--- config.mk ---
export PLATFORM = sky130hd
export DESIGN_NAME = pipeline_stage1_flat
export DESIGN_NICKNAME = d
export VERILOG_FILES = /design/src/rtl/pipeline_pkg.sv /design/src/rtl/pipeline_stage1_if.sv /design/src/rtl/pipe1_oplen_decode.sv /design/src/rtl/pipeline_stage1.sv /design/src/flat_wrapper.sv
export SDC_FILE = /design/constraint.sdc
export NUM_CORES = 1
export LEC_CHECK = 0
export ABC_AREA = 1
export CAP_MARGIN = 20
export CELL_PAD_IN_SITES_DETAIL_PLACEMENT = 1
export CELL_PAD_IN_SITES_GLOBAL_PLACEMENT = 2
export CORE_MARGIN = 10
export CORE_UTILIZATION = 31
export DETAILED_ROUTE_END_ITERATION = 6
export PLACE_DENSITY = 0.79
export SLEW_MARGIN = 10
export SYNTH_ARGS = -nofsm -noshare
export SYNTH_HDL_FRONTEND = slang
export SYNTH_HIERARCHICAL = 1
export SYNTH_SLANG_ARGS = --single-unit
--- constraint.sdc ---
create_clock -name ClockIn -period 3.4 [get_ports ClockIn]
set_clock_uncertainty 0.1 [all_clocks]
set_input_delay 1.02 -clock ClockIn [delete_from_list [all_inputs] [get_ports ClockIn]]
set_output_delay 1.02 -clock ClockIn [all_outputs]
set_load 0.02 [all_outputs]
--- src/rtl/pipeline_pkg.sv ---
// Shared pipeline definitions: NOP opcode, stage-1 state encoding and operand-length decode.
package pipeline_pkg;

   localparam logic [7:0] NOP = 8'h00;

   typedef enum logic [1:0] {
      FETCH = 2'd0,
      OPA   = 2'd1,
      OPB   = 2'd2
   } stage1_state_t;

   typedef logic [1:0] oplen_t;

   // Operand byte count lives in opcode[7:6]: 11 -> 2, 10 -> 1, 0x -> 0.
   function automatic oplen_t decodeOpLen(input logic [7:0] opcode);
      case (opcode[7:6])
         2'b11:   return 2'd2;
         2'b10:   return 2'd1;
         default: return 2'd0;
      endcase
   endfunction

endpackage

--- src/rtl/pipeline_stage1_if.sv ---
// Stage-1 bus bundle: stage-0/memory inputs and stage-2/fetch-suppress outputs.
interface pipeline_stage1_if;

   logic [7:0]  Pipe0In;
   logic [7:0]  MEMDATA;
   logic        BusRequest;
   logic        Flush;
   logic [7:0]  PipeOut;
   logic [15:0] ImmOut;
   logic        Pipe1Out_ImmValid;
   logic        FetchSurpress;

   modport master (
      output Pipe0In, MEMDATA, BusRequest, Flush,
      input  PipeOut, ImmOut, Pipe1Out_ImmValid, FetchSurpress
   );

   modport slave (
      input  Pipe0In, MEMDATA, BusRequest, Flush,
      output PipeOut, ImmOut, Pipe1Out_ImmValid, FetchSurpress
   );

endinterface

--- src/rtl/pipe1_oplen_decode.sv ---
// Combinational opcode-to-operand-count decoder, reused by later pipeline stages.
module pipe1_oplen_decode
   import pipeline_pkg::*;
(
   input  logic [7:0] i_opcode,
   output oplen_t     o_opLen
);

   assign o_opLen = decodeOpLen(i_opcode);

endmodule

--- src/rtl/pipeline_stage1.sv ---
// Pipeline stage 1: assembles opcode plus 0-2 immediate bytes into one instruction.
// Optional flush support is enabled by defining PIPE1_FLUSH_EN.
module pipeline_stage1
   import pipeline_pkg::*;
(
   input  logic              ClockIn,
   input  logic              ResetIn_n,
   pipeline_stage1_if.slave  bus
);

   stage1_state_t r_state, w_nextState;
   logic [7:0]    r_opcode, w_nextOpcode;
   logic [7:0]    r_immLo, w_nextImmLo;
   logic [7:0]    r_pipeOut, w_nextPipeOut;
   logic [15:0]   r_immOut, w_nextImmOut;
   logic          r_immValid, w_nextImmValid;
   logic          r_fetchSuppress, w_nextFetchSuppress;
   logic [7:0]    w_decodeOpcode;
   oplen_t        w_opLen;

`ifndef PIPE1_FLUSH_EN
   logic w_unusedFlush;
   assign w_unusedFlush = bus.Flush;
`endif

   // In FETCH the length comes from the byte arriving now; afterwards from the latched opcode.
   assign w_decodeOpcode = (r_state == FETCH) ? bus.Pipe0In : r_opcode;

   pipe1_oplen_decode u_oplenDecode (
      .i_opcode (w_decodeOpcode),
      .o_opLen  (w_opLen)
   );

   always_comb begin
      w_nextState         = r_state;
      w_nextOpcode        = r_opcode;
      w_nextImmLo         = r_immLo;
      w_nextPipeOut       = r_pipeOut;
      w_nextImmOut        = r_immOut;
      w_nextImmValid      = r_immValid;
      w_nextFetchSuppress = r_fetchSuppress;
`ifdef PIPE1_FLUSH_EN
      if (bus.Flush) begin
         w_nextState         = FETCH;
         w_nextImmLo         = 8'h00;
         w_nextPipeOut       = NOP;
         w_nextImmOut        = 16'h0000;
         w_nextImmValid      = 1'b0;
         w_nextFetchSuppress = 1'b0;
      end else
`endif
      if (!bus.BusRequest) begin
         w_nextPipeOut       = NOP;
         w_nextImmOut        = 16'h0000;
         w_nextImmValid      = 1'b0;
         w_nextFetchSuppress = 1'b0;
         case (r_state)
            FETCH: begin
               w_nextOpcode = bus.Pipe0In;
               if (w_opLen == 2'd0) begin
                  w_nextPipeOut = bus.Pipe0In;
               end else begin
                  w_nextFetchSuppress = 1'b1;
                  w_nextState         = OPA;
               end
            end
            OPA: begin
               w_nextImmLo = bus.MEMDATA;
               if (w_opLen == 2'd2) begin
                  w_nextFetchSuppress = 1'b1;
                  w_nextState         = OPB;
               end else begin
                  w_nextPipeOut  = r_opcode;
                  w_nextImmOut   = {8'h00, bus.MEMDATA};
                  w_nextImmValid = 1'b1;
                  w_nextState    = FETCH;
               end
            end
            OPB: begin
               w_nextPipeOut  = r_opcode;
               w_nextImmOut   = {bus.MEMDATA, r_immLo};
               w_nextImmValid = 1'b1;
               w_nextState    = FETCH;
            end
            default: begin
               w_nextState = FETCH;
            end
         endcase
      end
   end

   always_ff @(posedge ClockIn or negedge ResetIn_n) begin
      if (!ResetIn_n) begin
         r_state         <= FETCH;
         r_opcode        <= 8'h00;
         r_immLo         <= 8'h00;
         r_pipeOut       <= NOP;
         r_immOut        <= 16'h0000;
         r_immValid      <= 1'b0;
         r_fetchSuppress <= 1'b0;
      end else begin
         r_state         <= w_nextState;
         r_opcode        <= w_nextOpcode;
         r_immLo         <= w_nextImmLo;
         r_pipeOut       <= w_nextPipeOut;
         r_immOut        <= w_nextImmOut;
         r_immValid      <= w_nextImmValid;
         r_fetchSuppress <= w_nextFetchSuppress;
      end
   end

   assign bus.PipeOut           = r_pipeOut;
   assign bus.ImmOut            = r_immOut;
   assign bus.Pipe1Out_ImmValid = r_immValid;
   assign bus.FetchSurpress     = r_fetchSuppress;

endmodule

--- src/flat_wrapper.sv ---
// flat-port wrapper written by rule: the top's interface ports become plain ports
module pipeline_stage1_flat import pipeline_pkg::*;
  (ClockIn, ResetIn_n, bus_Pipe0In, bus_MEMDATA, bus_BusRequest, bus_Flush, bus_PipeOut, bus_ImmOut, bus_Pipe1Out_ImmValid, bus_FetchSurpress);
  pipeline_stage1_if bus_i ();
  input  logic ClockIn;
  input  logic ResetIn_n;
  input wire logic [$bits(bus_i.Pipe0In)-1:0] bus_Pipe0In;
  input wire logic [$bits(bus_i.MEMDATA)-1:0] bus_MEMDATA;
  input wire logic [$bits(bus_i.BusRequest)-1:0] bus_BusRequest;
  input wire logic [$bits(bus_i.Flush)-1:0] bus_Flush;
  output wire logic [$bits(bus_i.PipeOut)-1:0] bus_PipeOut;
  output wire logic [$bits(bus_i.ImmOut)-1:0] bus_ImmOut;
  output wire logic [$bits(bus_i.Pipe1Out_ImmValid)-1:0] bus_Pipe1Out_ImmValid;
  output wire logic [$bits(bus_i.FetchSurpress)-1:0] bus_FetchSurpress;
  assign bus_i.Pipe0In = bus_Pipe0In;
  assign bus_i.MEMDATA = bus_MEMDATA;
  assign bus_i.BusRequest = bus_BusRequest;
  assign bus_i.Flush = bus_Flush;
  assign bus_PipeOut = bus_i.PipeOut;
  assign bus_ImmOut = bus_i.ImmOut;
  assign bus_Pipe1Out_ImmValid = bus_i.Pipe1Out_ImmValid;
  assign bus_FetchSurpress = bus_i.FetchSurpress;
  pipeline_stage1 u_core (.ClockIn(ClockIn), .ResetIn_n(ResetIn_n), .bus(bus_i));
endmodule
Yosys cells after proc, flatten, opt, wreduce, memory -nomap -nowiden
Cells that the tools add are included.
{"block": "word_totals", "in_bits": 20, "ff_bits": 44, "wordCells": 35}
{"block": "op_classes", "bitwise_logic": 1, "reduce_logical": 5, "n_mux": 15, "eq_ne": 6}
{"cell": "$mux W8", "count": 4}
{"cell": "$pmux W16 S2", "count": 1}
{"cell": "$pmux W8 S3", "count": 1}
{"cell": "$eq A2 B2 Y1 const B", "count": 4}
{"cell": "$pmux W2 S2", "count": 2}
{"cell": "$reduce_and A2 Y1", "count": 3}
{"cell": "$logic_not A2 Y1", "count": 2}
{"cell": "$mux W2", "count": 2}
{"cell": "$pmux W1 S2", "count": 2}
{"cell": "$mux W1", "count": 3}
{"cell": "$eq A2 B1 Y1 const B", "count": 1}
{"cell": "$ne A2 B2 Y1 const B", "count": 1}
{"cell": "$not A1 Y1", "count": 1}

Depth between registers and ports, before layout
{"block": "logic_depth", "depth_word": 7, "ltp_mapped": 14}

Cells and area by module
Netlist, hierarchy kept.
{"module": "pipeline_stage1", "seq_area_each_um2": 1101.1, "area_each_um2": 2218.4, "n_inst": 1, "cells_each": 279}
{"module": "pipe1_oplen_decode", "seq_area_each_um2": 0.0, "area_each_um2": 17.5, "n_inst": 1, "cells_each": 4}

Worst setup path before layout
No wires, ideal clock.
{"block": "synth_path", "path_type": "input port to flip-flop", "startpoint": "input port bus_Pipe0In[7]", "endpoint": "register u_core.r_immOut[6] (netlist: u_core/bus.ImmOut[6])", "n_path_buf": 1, "path_stages": 11, "setup_slack_ps": 1394, "t_required_ps": 3234, "arrival_time_ps": 1841, "setup_ps": 66, "path_cell_list": "nand2_1 -> o21ai_2 -> inv_1 -> nor2_2 -> inv_2 -> nand2_2 -> buf_6 -> nand3_1 -> nand2_1 -> nand2_1 -> nand2_1"}
{"block": "synth_between", "elab_chain_len": 6, "word_cells_on_any_way": 7, "cone_classes": "eq/ne (3); mux (4)"}
{"item": "start: declaration", "line": "flat_wrapper.sv:7", "text": "input wire logic [$bits(bus_i.Pipe0In)-1:0] bus_Pipe0In;"}
{"item": "$mux W8 *", "line": "pipeline_stage1.sv:27", "text": "assign w_decodeOpcode = (r_state == FETCH) ? bus.Pipe0In : r_opcode;"}
{"item": "named net u_core.w_decodeOpcode[7]", "line": "pipeline_stage1.sv:18", "text": "logic [7:0] w_decodeOpcode;"}
{"item": "$eq A2 B2 Y1", "line": "pipeline_pkg.sv:16", "text": "case (opcode[7:6])"}
{"item": "$pmux W2 S2 *", "line": "pipeline_pkg.sv:16"}
{"item": "named net u_core.w_opLen[0]", "line": "pipeline_stage1.sv:19", "text": "oplen_t w_opLen;"}
{"item": "$eq A2 B2 Y1 *", "line": "pipeline_stage1.sv:69", "text": "if (w_opLen == 2'd2) begin"}
{"item": "$mux W8 *", "line": "pipeline_stage1.sv:69"}
{"item": "$pmux W16 S2 *", "line": "pipeline_stage1.sv:57", "text": "case (r_state)"}
{"item": "end signal: assignment", "line": "pipeline_stage1.sv:106", "text": "r_immOut <= w_nextImmOut;"}
{"item": "end: declaration", "line": "pipeline_stage1.sv:15", "text": "logic [15:0] r_immOut, w_nextImmOut;"}
The timed path passes the listed nets; every way through them passes the cells marked *.
A chain may end at the register's enable or synchronous reset.

Worst setup path in the final report
{"block": "layout_path", "startpoint": "input port bus_Pipe0In[7]", "endpoint": "register u_core.r_pipeOut[6] (netlist: u_core/bus.PipeOut[6])"}
{"block": "layout_between", "elab_chain_len": 6, "word_cells_on_any_way": 9, "cone_classes": "eq/ne (3); mux (5); reduce/logical (1)"}
{"item": "$mux W8 *", "line": "pipeline_stage1.sv:27"}
{"item": "named net u_core.w_decodeOpcode[7]", "line": "pipeline_stage1.sv:18"}
{"item": "$eq A2 B2 Y1", "line": "pipeline_pkg.sv:16"}
{"item": "$pmux W2 S2 *", "line": "pipeline_pkg.sv:16"}
{"item": "named net u_core.w_opLen[0]", "line": "pipeline_stage1.sv:19"}
{"item": "$eq A2 B2 Y1 / $logic_not A2 Y1 (equally long branches)", "line": "pipeline_stage1.sv:69, pipeline_stage1.sv:60"}
{"item": "$mux W8 (on tied branches)", "line": "pipeline_stage1.sv:69, pipeline_stage1.sv:60"}
{"item": "$pmux W8 S3 *", "line": "pipeline_stage1.sv:57"}
{"item": "end signal: assignment", "line": "pipeline_stage1.sv:105", "text": "r_pipeOut <= w_nextPipeOut;"}
{"item": "end: declaration", "line": "pipeline_stage1.sv:14", "text": "logic [7:0] r_pipeOut, w_nextPipeOut;"}
Marked as above.

==> flow_metrics.env <==
export IMPL_slowest_delay_ps=450
export IMPL_fin_crit_sh=0.7206
export IMPL_cp_start_kind="input pin"
export IMPL_drv_cap=0
export IMPL_r2r_end="u_core/bus.PipeOut[6]"
export IMPL_whs_endpoint="u_core/bus.ImmOut[4]"
export IMPL_critical_path_class="in2reg"
export IMPL_finalNonFillerCells=421
export IMPL_p_per_area_nw_per_um2=786.6
export IMPL_dp_hpwl_mm=4.308
export IMPL_drc=0
export IMPL_cts_buffers=5
export IMPL_area_growth_pct=26.41
export IMPL_critPathArrivalTime_ps=2590
export IMPL_core_area_um2=6907
export IMPL_cts_resized=0
export IMPL_overflow=0
export IMPL_worstRegToRegCells=12
export IMPL_diodes=0
export IMPL_hold_violations=0
export IMPL_start_util=0.3237
export IMPL_critPathSlowestCell="clkdlybuf4s50_1"
export IMPL_die_y_um=104.9
export IMPL_synth_xor_area_frac=0
export IMPL_clk_path_buf_depth=2
export IMPL_ctsHtreeMaxLevel=2
export IMPL_clk_pin_slew_ps=90
export IMPL_finalSetupTns_ps=0
export IMPL_yosysWarnings=6
export IMPL_root_buffer="clkbuf_8"
export IMPL_end_kind="register"
export IMPL_fin_ws_ps=949.9
export IMPL_drt_iter0_markers=34
export IMPL_status="completed"
export IMPL_clock_sinks=44
export IMPL_synth_seq_cells=44
export IMPL_synth_simple_area_share=0.2837
export IMPL_power_leakage_nw=1.424
export IMPL_synth_compound_area_frac=0.09905
export IMPL_wl_per_cell_um=14.28
export IMPL_seq_area_frac_synth=0.4924
export IMPL_synth_top_family_by_area="simple AND/OR/NAND/NOR gates"
export IMPL_placed_cells=413
export IMPL_synthDistinctLibCells=23
export IMPL_antenna_found_initial=0
export IMPL_synth_adder_area_share=0.02238
export IMPL_muxShareOfSynthArea=0
export IMPL_drive_gt1_frac=0.08308
export IMPL_via_per_inst=4.499
export IMPL_whs_path_depth=2
export IMPL_grt_first_pass_wirelength_mm=10.34
export IMPL_finalSetupViolations=0
export IMPL_rsz0062_at_grt="false"
export IMPL_syn_inst=283
export IMPL_min_path_type="reg2reg"
export IMPL_worst_path_max_fanout=17
export IMPL_path_common_cell="nand2_1"
export IMPL_regToRegSetupSlack_ps=1160
export IMPL_worst_pin_slew_ps=729.0
export IMPL_postRouteAntennaNets=0
export IMPL_dp_slack_ps=635.9
export IMPL_first_global_vias=2052
export IMPL_ios=46
export IMPL_routed_wl_mm=6.012
export IMPL_syn_nets=307
export IMPL_avgSynthCellArea_um2=7.901
export IMPL_required_ps=3540
export IMPL_holdCritStartpoint="u_core/bus.ImmOut[4]"
export IMPL_grt_util_all_layers=0.1147
export IMPL_fin_crit_ps=2450
export IMPL_clkLatencyLatePin_ps=310
export IMPL_fin_nets=348
export IMPL_slew_headroom=0.5140
export IMPL_drv_slew=0
export IMPL_num_rows=30
export IMPL_grt_max_degree=35
export IMPL_post_cts_setup_buffers=0
export IMPL_io_buffers=44
export IMPL_place_gp_congestion=0.6995
export IMPL_cts_hold_buf=0
export IMPL_rr_startpoint="u_core/r_state[0]"
export IMPL_max_freq_mhz=408.1
export IMPL_dieArea_um2=11010
export IMPL_cts_tree="built"
export IMPL_vias=1894
export IMPL_vdd_drop_max_mv=0.3299
export IMPL_syn_area_um2=2236
export IMPL_path_cells="clkdlybuf4s50_1, nand2_1, o21ai_2, inv_1, nor2_2, inv_2, nand2_2, nand3_1, nand3_1, nand2_1, nand2_1"
export IMPL_die_w_um=104.9
export IMPL_dr_pass1_iters=4
[cell families after synthesis]
group | count (synthesis)
compound gates | 36
fa+ha+maj | 4
buf+inv | 45
flops | 44
simple gates | 154
[worst max-delay path: cells and delay by family]
kind / cells / cell delay (ps)
AO/OA/AOI/OAI: 1 / 110
buffers and inverters: 3 / 580
AND/OR/NAND/NOR: 7 / 860
[how the worst max path moves through the flow]
stage	slack [ps]	endpoint	startpoint
5_1_grt	760	u_core/bus.PipeOut[6]	bus_Pipe0In[7]
6_report	950	u_core/bus.PipeOut[6]	bus_Pipe0In[7]
3_5_place_dp	640	u_core/bus.PipeOut[6]	bus_Pipe0In[7]
4_1_cts	950	bus_Pipe1Out_ImmValid	u_core/bus.Pipe1Out_ImmValid
3_3_place_gp	650	u_core/bus.PipeOut[6]	bus_Pipe0In[7]
2_1_floorplan	1390	u_core/bus.ImmOut[6]	bus_Pipe0In[7]
[through the flow]
step | utilization | cell area [um2] | hold slack (ps) | total power (W)
floorplan | - | 2236 | 342.2 | 0.001503
global placement | 0.3926 | 2711 | 356.8 | 0.001814
detailed placement | 0.3926 | 2711 | 364.9 | 0.001840
CTS | 0.4092 | 2826 | 388.1 | 0.002269
global route | 0.4092 | 2826 | 408.6 | 0.002418
finish | 0.4092 | 2826 | 380.9 | 0.002223
[metal layers]
metal	global-route usage	routed length [um]	up-vias
met3	0.02641	200	7
met1	0.1364	2729	898
li1	-	-	967
met2	0.1971	2992	22
met4	0.04118	89	0
met5	0	0	-
[cell usage after synthesis]
library cell / n / share of area
nor2_1: 1 / 0.0017
nand3_2: 1 / 0.0045
dfrtp_1: 44 / 0.49
inv_1: 29 / 0.049
buf_4: 3 / 0.010
ha_1: 4 / 0.022
buf_6: 5 / 0.025
a31oi_1: 1 / 0.0028
nand3_1: 26 / 0.058
nor2_2: 2 / 0.0056
a21oi_1: 1 / 0.0022
clkbuf_4: 1 / 0.0034
nor2_4: 1 / 0.0050
o21ai_1: 4 / 0.0090
inv_2: 1 / 0.0017
o31ai_1: 7 / 0.024
buf_2: 4 / 0.0090
o21ai_0: 17 / 0.038
o21ai_2: 6 / 0.024
nand2_1: 121 / 0.20
clkbuf_1: 1 / 0.0017
inv_4: 1 / 0.0028
nand2_2: 2 / 0.0056
[final cells by class]
| class | count | area [um2] |
|---|---|---|
| Tap cell | 96 | 120.1 |
| Inverter | 31 | 118.9 |
| Timing Repair Buffer | 48 | 465.4 |
| Sequential cell | 44 | 1101 |
| Clock buffer | 5 | 68.82 |
| Fill cell | 868 | 4080 |
| Multi-Input combinational cell | 194 | 905.9 |
| Clock inverter | 3 | 46.29 |
[cell usage in the layout, fill, tap and decap left out, types with 5 or more instances in the layout]
cell | Yosys | routed
inv_1 | 29 | 29
nand2_1 | 121 | 121
clkdlybuf4s50_1 | 0 | 43
o21ai_0 | 17 | 17
dfrtp_1 | 44 | 44
o21ai_2 | 6 | 6
clkbuf_8 | 0 | 5
o31ai_1 | 7 | 7
nand3_1 | 26 | 26
[flip-flops by register name, summed over array words and instances, names as in the netlist]
name and cells:
u_core/bus.Pipe1Out_ImmValid 1, u_core/r_state 2, u_core/bus.ImmOut 16, u_core/r_immLo 8, u_core/bus.PipeOut 8, u_core/bus.FetchSurpress 1
u_core/r_opcode 8
[power breakdown]
| group | switching, W | leakage [nW] | total (W) | internal, W |
|---|---|---|---|---|
| Sequential | 0.000102 | 0.576 | 0.000797 | 0.000695 |
| Clock | 0.000197 | 0.0548 | 0.000419 | 0.000222 |
| Combinational | 0.000626 | 0.792 | 0.00101 | 0.000381 |
(Power assumes the default switching activity.)
